--- src/rtl/dsp_arb_pkg.sv ---
// dsp_arb_pkg: shared widths, requester indices and pipeline record for the DSP add/sub arbiter
package dsp_arb_pkg;
  localparam int WIDTH = 32;
  localparam int NREQ_MAX = 4;
  localparam int REQ_ALU = 0;
  localparam int REQ_BRANCH = 1;
  typedef struct packed {
    logic                valid;
    logic [NREQ_MAX-1:0] id;
    logic                sub;
    logic [WIDTH-1:0]    a;
    logic [WIDTH-1:0]    b;
  } pipe_rec_t;
endpackage

--- src/rtl/dsp_addsub_unit.sv ---
// dsp_addsub_unit: combinational SB_MAC16-style 32-bit adder/subtractor, no input/output registers
module dsp_addsub_unit
  import dsp_arb_pkg::*;
(
  input  logic [WIDTH-1:0] i_a,
  input  logic [WIDTH-1:0] i_b,
  input  logic             i_sub,
  output logic [WIDTH-1:0] o_result,
  output logic             o_carry_out
);
  logic [WIDTH:0] w_sum;
  // subtraction is A + ~B + 1, so the carry out means "no borrow" (A >= B unsigned)
  always_comb begin
    w_sum = {1'b0, i_a} + {1'b0, i_sub ? ~i_b : i_b} + {{WIDTH{1'b0}}, i_sub};
  end
  assign o_result = w_sum[WIDTH-1:0];
  assign o_carry_out = w_sum[WIDTH];
endmodule

--- src/rtl/dsp_addsub_arbiter.sv ---
// dsp_addsub_arbiter: round-robin sharing of one DSP add/sub unit, 2-cycle latency, 1 op/cycle
module dsp_addsub_arbiter #(
  parameter int WIDTH = dsp_arb_pkg::WIDTH,
  parameter int NREQ  = 2
) (
  input  logic                  clk,
  input  logic                  rst_n,
  input  logic                  i_flush,
  input  logic [NREQ-1:0]       i_req_valid,
  output logic [NREQ-1:0]       o_req_ready,
  input  logic [NREQ-1:0]       i_req_sub,
  input  logic [NREQ*WIDTH-1:0] i_req_a,
  input  logic [NREQ*WIDTH-1:0] i_req_b,
  output logic [NREQ-1:0]       o_rsp_valid,
  output logic [WIDTH-1:0]      o_rsp_result,
  output logic                  o_rsp_carry,
  output logic                  o_rsp_zero
);
  import dsp_arb_pkg::*;
  localparam int PW = (NREQ > 1) ? $clog2(NREQ) : 1;
  logic [PW-1:0]    r_ptr;
  logic [PW-1:0]    w_gid;
  logic [PW-1:0]    w_cand;
  logic [NREQ-1:0]  w_gnt;
  logic             w_xfer;
  logic             w_id_ok;
  pipe_rec_t        r_s1;
  pipe_rec_t        w_s1;
  logic [WIDTH-1:0] w_result;
  logic             w_carry;
  logic [NREQ-1:0]  r_rsp_valid;
  logic [WIDTH-1:0] r_result;
  logic             r_carry;
  logic             r_zero;
  // grant the first valid requester at or after the pointer; nothing while flushing or in reset
  always_comb begin
    w_gnt = '0;
    w_gid = '0;
    w_cand = '0;
    for (int k = NREQ - 1; k >= 0; k--) begin
      w_cand = PW'((int'(r_ptr) + k) % NREQ);
      if (i_req_valid[w_cand]) begin
        w_gnt = '0;
        w_gnt[w_cand] = 1'b1;
        w_gid = w_cand;
      end
    end
    if (i_flush || !rst_n) w_gnt = '0;
  end
  assign o_req_ready = w_gnt;
  assign w_xfer = |w_gnt;
  // next S1 record: operands of the winner on transfer, otherwise hold data and drop valid
  always_comb begin
    w_s1 = r_s1;
    w_s1.valid = w_xfer;
    if (w_xfer) begin
      w_s1.id = NREQ_MAX'(w_gnt);
      w_s1.sub = i_req_sub[w_gid];
      w_s1.a = i_req_a[int'(w_gid)*WIDTH +: WIDTH];
      w_s1.b = i_req_b[int'(w_gid)*WIDTH +: WIDTH];
    end
  end
  // advance the round-robin pointer past the requester that just transferred
  always_ff @(posedge clk or negedge rst_n) begin
    if (!rst_n) r_ptr <= '0;
    else if (w_xfer) r_ptr <= (32'(w_gid) == NREQ - 1) ? '0 : w_gid + PW'(1);
  end
  // S1 operand register; flush needs no term here since no grant is issued during flush
  always_ff @(posedge clk or negedge rst_n) begin
    if (!rst_n) r_s1 <= '0;
    else r_s1 <= w_s1;
  end
  dsp_addsub_unit u_dsp (
    .i_a         (r_s1.a),
    .i_b         (r_s1.b),
    .i_sub       (r_s1.sub),
    .o_result    (w_result),
    .o_carry_out (w_carry)
  );
  assign w_id_ok = ~|(r_s1.id >> NREQ);
  // S2 result register; flush squashes the op currently sitting in S1
  always_ff @(posedge clk or negedge rst_n) begin
    if (!rst_n) begin
      r_rsp_valid <= '0;
      r_result <= '0;
      r_carry <= 1'b0;
      r_zero <= 1'b0;
    end else begin
      r_rsp_valid <= (r_s1.valid && w_id_ok && !i_flush) ? r_s1.id[NREQ-1:0] : '0;
      if (r_s1.valid) begin
        r_result <= w_result;
        r_carry <= w_carry;
        r_zero <= (w_result == '0);
      end
    end
  end
  assign o_rsp_valid = r_rsp_valid;
  assign o_rsp_result = r_result;
  assign o_rsp_carry = r_carry;
  assign o_rsp_zero = r_zero;
endmodule

--- config.mk ---
export PLATFORM = sky130hd
export DESIGN_NAME = dsp_addsub_arbiter
export DESIGN_NICKNAME = d
export VERILOG_FILES = /design/src/rtl/dsp_arb_pkg.sv /design/src/rtl/dsp_addsub_unit.sv /design/src/rtl/dsp_addsub_arbiter.sv
export SDC_FILE = /design/constraint.sdc
export NUM_CORES = 1
export LEC_CHECK = 0
export CORE_MARGIN = 4
export CORE_UTILIZATION = 23
export CTS_CLUSTER_DIAMETER = 60
export DETAILED_ROUTE_END_ITERATION = 12
export GPL_TIMING_DRIVEN = 0
export PLACE_DENSITY = 0.48
export SYNTH_ARGS = -nofsm -noshare
export SYNTH_HDL_FRONTEND = slang
export SYNTH_SLANG_ARGS = --single-unit
--- constraint.sdc ---
create_clock -name clk -period 6.6 [get_ports clk]
set_clock_uncertainty 0.1 [all_clocks]
set_input_delay 0.99 -clock clk [delete_from_list [all_inputs] [get_ports clk]]
set_output_delay 0.99 -clock clk [all_outputs]
set_load 0.05 [all_outputs]
==> metrics.txt, run 1 <==
drt pass-1 iters=4; fin nets=1066; Post-DP HPWL=17300 µm; Seq cells post-synth=105; hold wc startpoint=r_s1[57]; Post-synth top flop=dfrtp_1; Die ar.=31900 µm²; initial core utilization=23.3%; register share of total power=23.8%; GRT Max-Usage Layer=met2; Hold Crit Class=reg2reg; DR vias/cell=4.40; share of layout cells above drive strength 1=5.11%; Vias=5659; Pwr per Cell Area=447 nW/µm²; top-level port count=173; Rows=62; Finish-stage setup viols=0; Sw Share=48.1%; Syn-to-layout area delta=37.5%; Critical Path AT=5.07 ns; Die X=179 µm; CP Max Fanout=10; Synth area leader=dfrtp_1; FMAX=0.204 GHz; Clock transition at path regs=0.08 ns; grt ovf=0; RSZ-0062 raised after global routing=no; DRC=0; grt met1 use=18.7%; clock buffer count from CTS=9; fin crit share=74.3%; post-route ant nets=0; met3 usage=2.55%; setup tns final=0 ns; top area cells in the synthesized netlist=dfrtp_1, mux2i_1, o21ai_0, ha_1, nand2_1; kind of critical path=reg2reg; EDFF count, synth=0; Pwr Total=4.12 mW; DR WL/cell=16.2 µm; n_diodes=0; Setup Slack @ Placement=1.73 ns; Worst Reg-to-Reg Cells=15; startpoint types=register; CTS Buffer Depth=2; Synthesized Nets=882; yosys warns=0; H-tree depth=3; Comb pwr share=63.5%; largest net degree at the start of global routing=59; Critical Path RT=6.76 ns; CTS Sinks=105; Final Hold Viols=0; filler-free cell count of the finished design=1285; CP Launch Point=r_s1[64]; Routability Congestion=0.799; cells after synthesis=712; NetSw=1.98 mW; Post-CTS Resized=0; # Post-CTS Setup Buffers=0; sequential share of the synthesized area=39.2%; setup ws final=1.70 ns; Clock Latency Late Sink=0.36 ns; synth cell count leaders=dfrtp_1, nand2_1, o21ai_0, mux2i_1, xor2_1; Post-DP Area=8930 µm²; TritonCTS clock tree=yes; routed wire length=20900 µm; worst slew margin relative to its limit=36.8%; hold_buf cts=0; reg-to-reg startpoint=r_s1[64]; asr flop ratio synth=100%; fin. max-slew vios=0; Yosys cell types=56; Worst Hold Path Cells=2; Placed Cells=1269; Port-buffer cells=172; clock root cell=clkbuf_16; Max Cap Viol=0; slew at the pin closest to its max-slew limit=0.948 ns; top-area cell type share of the netlist area=39.2%; top-count cell post-synth=dfrtp_1; status=completed; Tot GR Track Use=13.1%; Internal=2.14 mW; Cell Chain, Critical Path=buf_2 -> buf_1 -> xor2_1 -> ha_1 -> buf_2 -> a21oi_2 -> o21ai_0 -> a211o_1 -> o21a_1 -> xor2_1 -> or4_1 -> or4_1 -> nor4_1 -> nand4bb_1 -> o31ai_2; global-route wire length before repair=32300 µm; CP endpoint kind=register; Iter 0 DRT Violations=301; post-route cell area=9210 µm²; Peak VDD IR=0.182 mV; GR Util met2=20.6%; Crit path largest cell delay=0.62 ns; vias in the first global route=5736; initial antenna violation count=1; Lkg Pwr=4.11 nW; Die Ht=179 µm; area of the mapped netlist=6700 µm²; Core ar.=28700 µm²; fin crit period=4.90 ns; Avg Inst Size Synth=9.41 µm²; CP max stage cell=buf_1; Clk pwr share=12.7%
critical path: cells and delay by family, from the launching register on:
family	cells	cell delay, ns
buffers and inverters	3	0.98
XOR/XNOR	2	0.52
AO/OA/AOI/OAI	5	1.01
adder cells (fa/ha/maj)	1	0.29
flip-flops	1	0.32
AND/OR/NAND/NOR	4	1.59
registers in the layout, indices dropped and copies added, names as in the netlist:
signal / cells
o_rsp_carry: 1
o_rsp_result: 32
o_rsp_valid: 2
o_rsp_zero: 1
r_ptr: 1
r_s1: 68
cell type report:
class,instances,area [µm²]
Fill cell,3086,19500
Multi-Input combinational cell,552,3860
Sequential cell,105,2630
Timing Repair Buffer,173,1750
Tap cell,384,480
Clock buffer,10,239
Buffer,38,145
Inverter,17,63.8
Clock inverter,6,43.8
metrics by stage:
step / utilization [%] / hold WS, ns
floorplan: - / 0.343
global placement: 31.0 / 0.369
detailed placement: 31.1 / 0.378
CTS: 32.1 / 0.394
global route: 32.1 / 0.417
finish: 32.1 / 0.388
placed cells by master (no fill, tap or decap), types with 3 or more instances in the layout:
cell type / instances
o21bai_1: 4
a21o_1: 13
nand3b_1: 3
o21a_1: 6
xnor2_1: 15
nand3_1: 15
a221oi_1: 5
o2111ai_1: 4
clkinv_4: 3
and2_1: 4
o21ai_1: 4
ha_1: 34
mux2_2: 23
nor2_1: 23
o21ai_0: 86
nand2b_1: 7
nor3_1: 6
clkbuf_16: 9
buf_1: 10
or4_1: 6
clkdlybuf4s50_1: 171
a31oi_1: 3
mux2i_1: 70
nor4_1: 3
nand2_1: 95
nor2b_1: 6
and3_1: 4
clkbuf_1: 26
inv_1: 17
a21oi_1: 36
or3_1: 3
dfrtp_1: 105
nand4_1: 7
xor2_1: 39
layer usage:
layer	vias up	routed length [µm]	share of wire, %
li1	2920	-	-
met1	2621	10400	50
met2	104	9390	45
met3	12	828	4.0
met4	2	223	1.1
met5	-	13	0.062
worst paths after layout:
check / to / slack [ns]
worst max-delay path: o_rsp_zero / 1.70
worst min-delay path: r_s1[57] / 0.39
worst max register to register: o_rsp_zero / 1.70
worst min register to register: r_s1[57] / 0.39
max in group asynchronous: o_rsp_result[26] / 5.07
min in group asynchronous: r_ptr / 0.59
logic make-up (layout without fill, tap and decap cells):
logic type	after synthesis	in the layout	share of synthesized area (%)
multiplexers	94	94	14.7
XOR/XNOR	54	54	7.06
AO/OA/AOI/OAI	183	183	16.4
adder cells (fa/ha/maj)	35	35	6.65
buffers and inverters	55	244	3.12
AND/OR/NAND/NOR	186	186	12.9
flip-flops	105	105	39.2
power groups by stage:
stage                     combinational, mW  sequential [mW]  clock [mW]
after floorplan                        1.48             1.33           0
after global placement                 2.61            0.991           0
after detailed placement               2.62            0.997           0
after CTS                              2.63            0.984       0.545
after global routing                   2.90             1.01       0.569
final                                  2.61            0.980       0.522
Note: power is estimated with default switching activity, not from simulation.
==> inputs of run 2 (changes only) <==
--- a/config.mk
+++ b/config.mk
@@ -10,7 +10,7 @@
 export CTS_CLUSTER_DIAMETER = 60
 export DETAILED_ROUTE_END_ITERATION = 12
 export GPL_TIMING_DRIVEN = 0
-export PLACE_DENSITY = 0.48
+export PLACE_DENSITY = 0.49
 export SYNTH_ARGS = -nofsm -noshare
 export SYNTH_HDL_FRONTEND = slang
 export SYNTH_SLANG_ARGS = --single-unit
==> constraint.sdc (replaced) <==
create_clock -name clk -period 4.1 [get_ports clk]
set_clock_uncertainty 0.1 [all_clocks]
set_input_delay 0.615 -clock clk [delete_from_list [all_inputs] [get_ports clk]]
set_output_delay 0.615 -clock clk [all_outputs]
set_load 0.05 [all_outputs]
==> run 2 against run 1 <==
Against the previous run: final cell count barely moved; sequential cell count did not move; sequential power rose by 62%; design area rose by 2.4%; routed wire length fell by 0.34%; core utilization rose by 0.76 points; hold slack got worse by 0.19 ns; maximum frequency rose by 23%; first-iteration DRC count fell by 19%.
==> metrics.txt, run 2 (synthesized netlist as in run 1, its figures left out) <==
n_diodes=0; final core utilization=32.9%; status=completed; largest net degree at the start of global routing=56; Cell Chain, Critical Path=buf_4 -> buf_8 -> xor2_2 -> ha_1 -> clkbuf_4 -> a21oi_4 -> o21ai_2 -> a211o_1 -> o21a_1 -> xor2_1 -> or4_1 -> or4_4 -> nor4_4 -> nand4bb_1 -> o31ai_2; Hold Crit Class=in2async; Peak VDD IR=0.300 mV; global-route wire length before repair=32000 µm; Max Cap Viol=0; reg-to-reg startpoint=r_s1[64]; initial antenna violation count=0; CP max stage cell=or4_1; Finish-stage setup viols=0; Sw Share=48.1%; delay-heaviest family, CP=simple AND/OR/NAND/NOR gates; slew at the pin closest to its max-slew limit=0.949 ns; Fill cells=3050; FMAX=0.251 GHz; CP Max Fanout=10; vias in the first global route=5714; register share of total power=23.2%; grt ovf=0; Critical Path AT=4.15 ns; NetSw=3.29 mW; Routability Congestion=0.802; initial core utilization=23.3%; most frequent cells in the layout=clkdlybuf4s50_1, dfrtp_1, nand2_1, o21ai_0, mux2i_1; Pwr per Cell Area=725 nW/µm²; fin. max-slew vios=0; share of layout cells above drive strength 1=8.89%; worst slew margin relative to its limit=36.8%; Post-DP HPWL=17200 µm; Die X=179 µm; Die ar.=31900 µm²; Core ar.=28700 µm²; Buf/Inv on CP=3; kind of critical path=reg2reg; clock root cell=clkbuf_16; clock buffer count from CTS=9; Clock transition at path regs=0.08 ns; fin nets=1065; reg2reg end=o_rsp_zero; Crit path largest cell delay=0.47 ns; DRC=0; Comb pwr share=64.5%; Rows=62; Final Hold Viols=0; fin crit period=3.98 ns; Port-buffer cells=172; drt pass-1 iters=4; final hold slack=0.200 ns; most common cell after layout, fill and taps aside=clkdlybuf4s50_1; Die Ht=179 µm; Iter 0 DRT Violations=243; DR vias/cell=4.44; Internal=3.55 mW; DR WL/cell=16.2 µm; startpoint types=register; CP endpoint kind=register; Vias=5700; Critical Path RT=4.27 ns; Most flops, register=r_s1; Clk pwr share=12.4%; Tot GR Track Use=13.0%; routed wire length=20800 µm; Worst Reg-to-Reg Cells=15; Largest register FFs=68; Clock Latency Late Sink=0.36 ns; H-tree depth=3; CTS Sinks=105; top-level port count=173; fin crit share=97.0%; post-route ant nets=0; Lkg Pwr=4.14 nW; Reg2Reg Setup Slack=0.12 ns; Syn-to-layout area delta=40.7%; TritonCTS clock tree=yes; CTS Buffer Depth=2; hold_buf cts=0
-- run 2: cell types whose count changed in the layout (fill, tap and decap cells not counted), sizes merged --
cell      change
clkinv        -2
clkbuf        -1
clkinvlp      +1
inv           +1
-- run 2: repair_timing --
| action | in CTS | in global routing |
|---|---|---|
| gates resized for setup | 23 | 28 |
| setup endpoints to repair | 4 | 1 |
| pin swaps | 2 | 4 |
| setup buffers | 0 | 1 |
-- run 2: layout make-up --
class	count	area (µm²)	area share [%]
plain buffers	36	169	1.79
clock buffers	10	239	2.53
clock inverters	6	42.5	0.451
inverters	17	63.8	0.677
multi-input cells	552	4050	43.0
flip-flops and latches	105	2630	27.9
well taps	384	480	5.10
repair buffers	174	1750	18.6
-- run 2: through the flow --
stage          std cells  instance area [µm²]  worst slack (ns)  power [mW]  setup TNS [ns]
2_1_floorplan        712                 6700            0.0635        4.51               0
3_3_place_gp        1268                 8900             -3.05        5.78         -402.82
3_5_place_dp        1269                 8930            -0.744        5.82          -0.872
4_1_cts             1283                 9290           0.00101        6.76               0
5_1_grt             1284                 9430        -0.0000275        7.41      -0.0000275
6_report            1284                 9430             0.122        6.84               0
-- run 2: how the worst max path moves through the flow --
stage / to / from / cells past startpoint
CTS: o_rsp_zero / r_s1[64] / 14
detailed placement: o_rsp_zero / r_s1[64] / 15
global placement: o_req_ready[0] / rst_n / 5
finish: o_rsp_zero / r_s1[64] / 15
floorplan: o_rsp_zero / r_s1[64] / 15
global route: o_rsp_zero / r_s1[64] / 15
-- run 2: routing by layer --
| layer | vias to the layer above | GRT usage (%) | routed length [µm] |
|---|---|---|---|
| met3 | 16 | 2.00 | 876 |
| met5 | - | 0 | 0 |
| li1 | 2915 | - | - |
| met4 | 0 | 4.54 | 431 |
| met2 | 121 | 20.5 | 9400 |
| met1 | 2648 | 18.2 | 10100 |
-- run 2: power groups by stage --
stage | clock [mW] | sequential [mW] | combinational, mW
floorplan | 0 | 2.14 | 2.38
global placement | 0 | 1.60 | 4.19
detailed placement | 0 | 1.61 | 4.21
CTS | 0.869 | 1.59 | 4.30
global route | 0.915 | 1.64 | 4.86
finish | 0.844 | 1.59 | 4.41
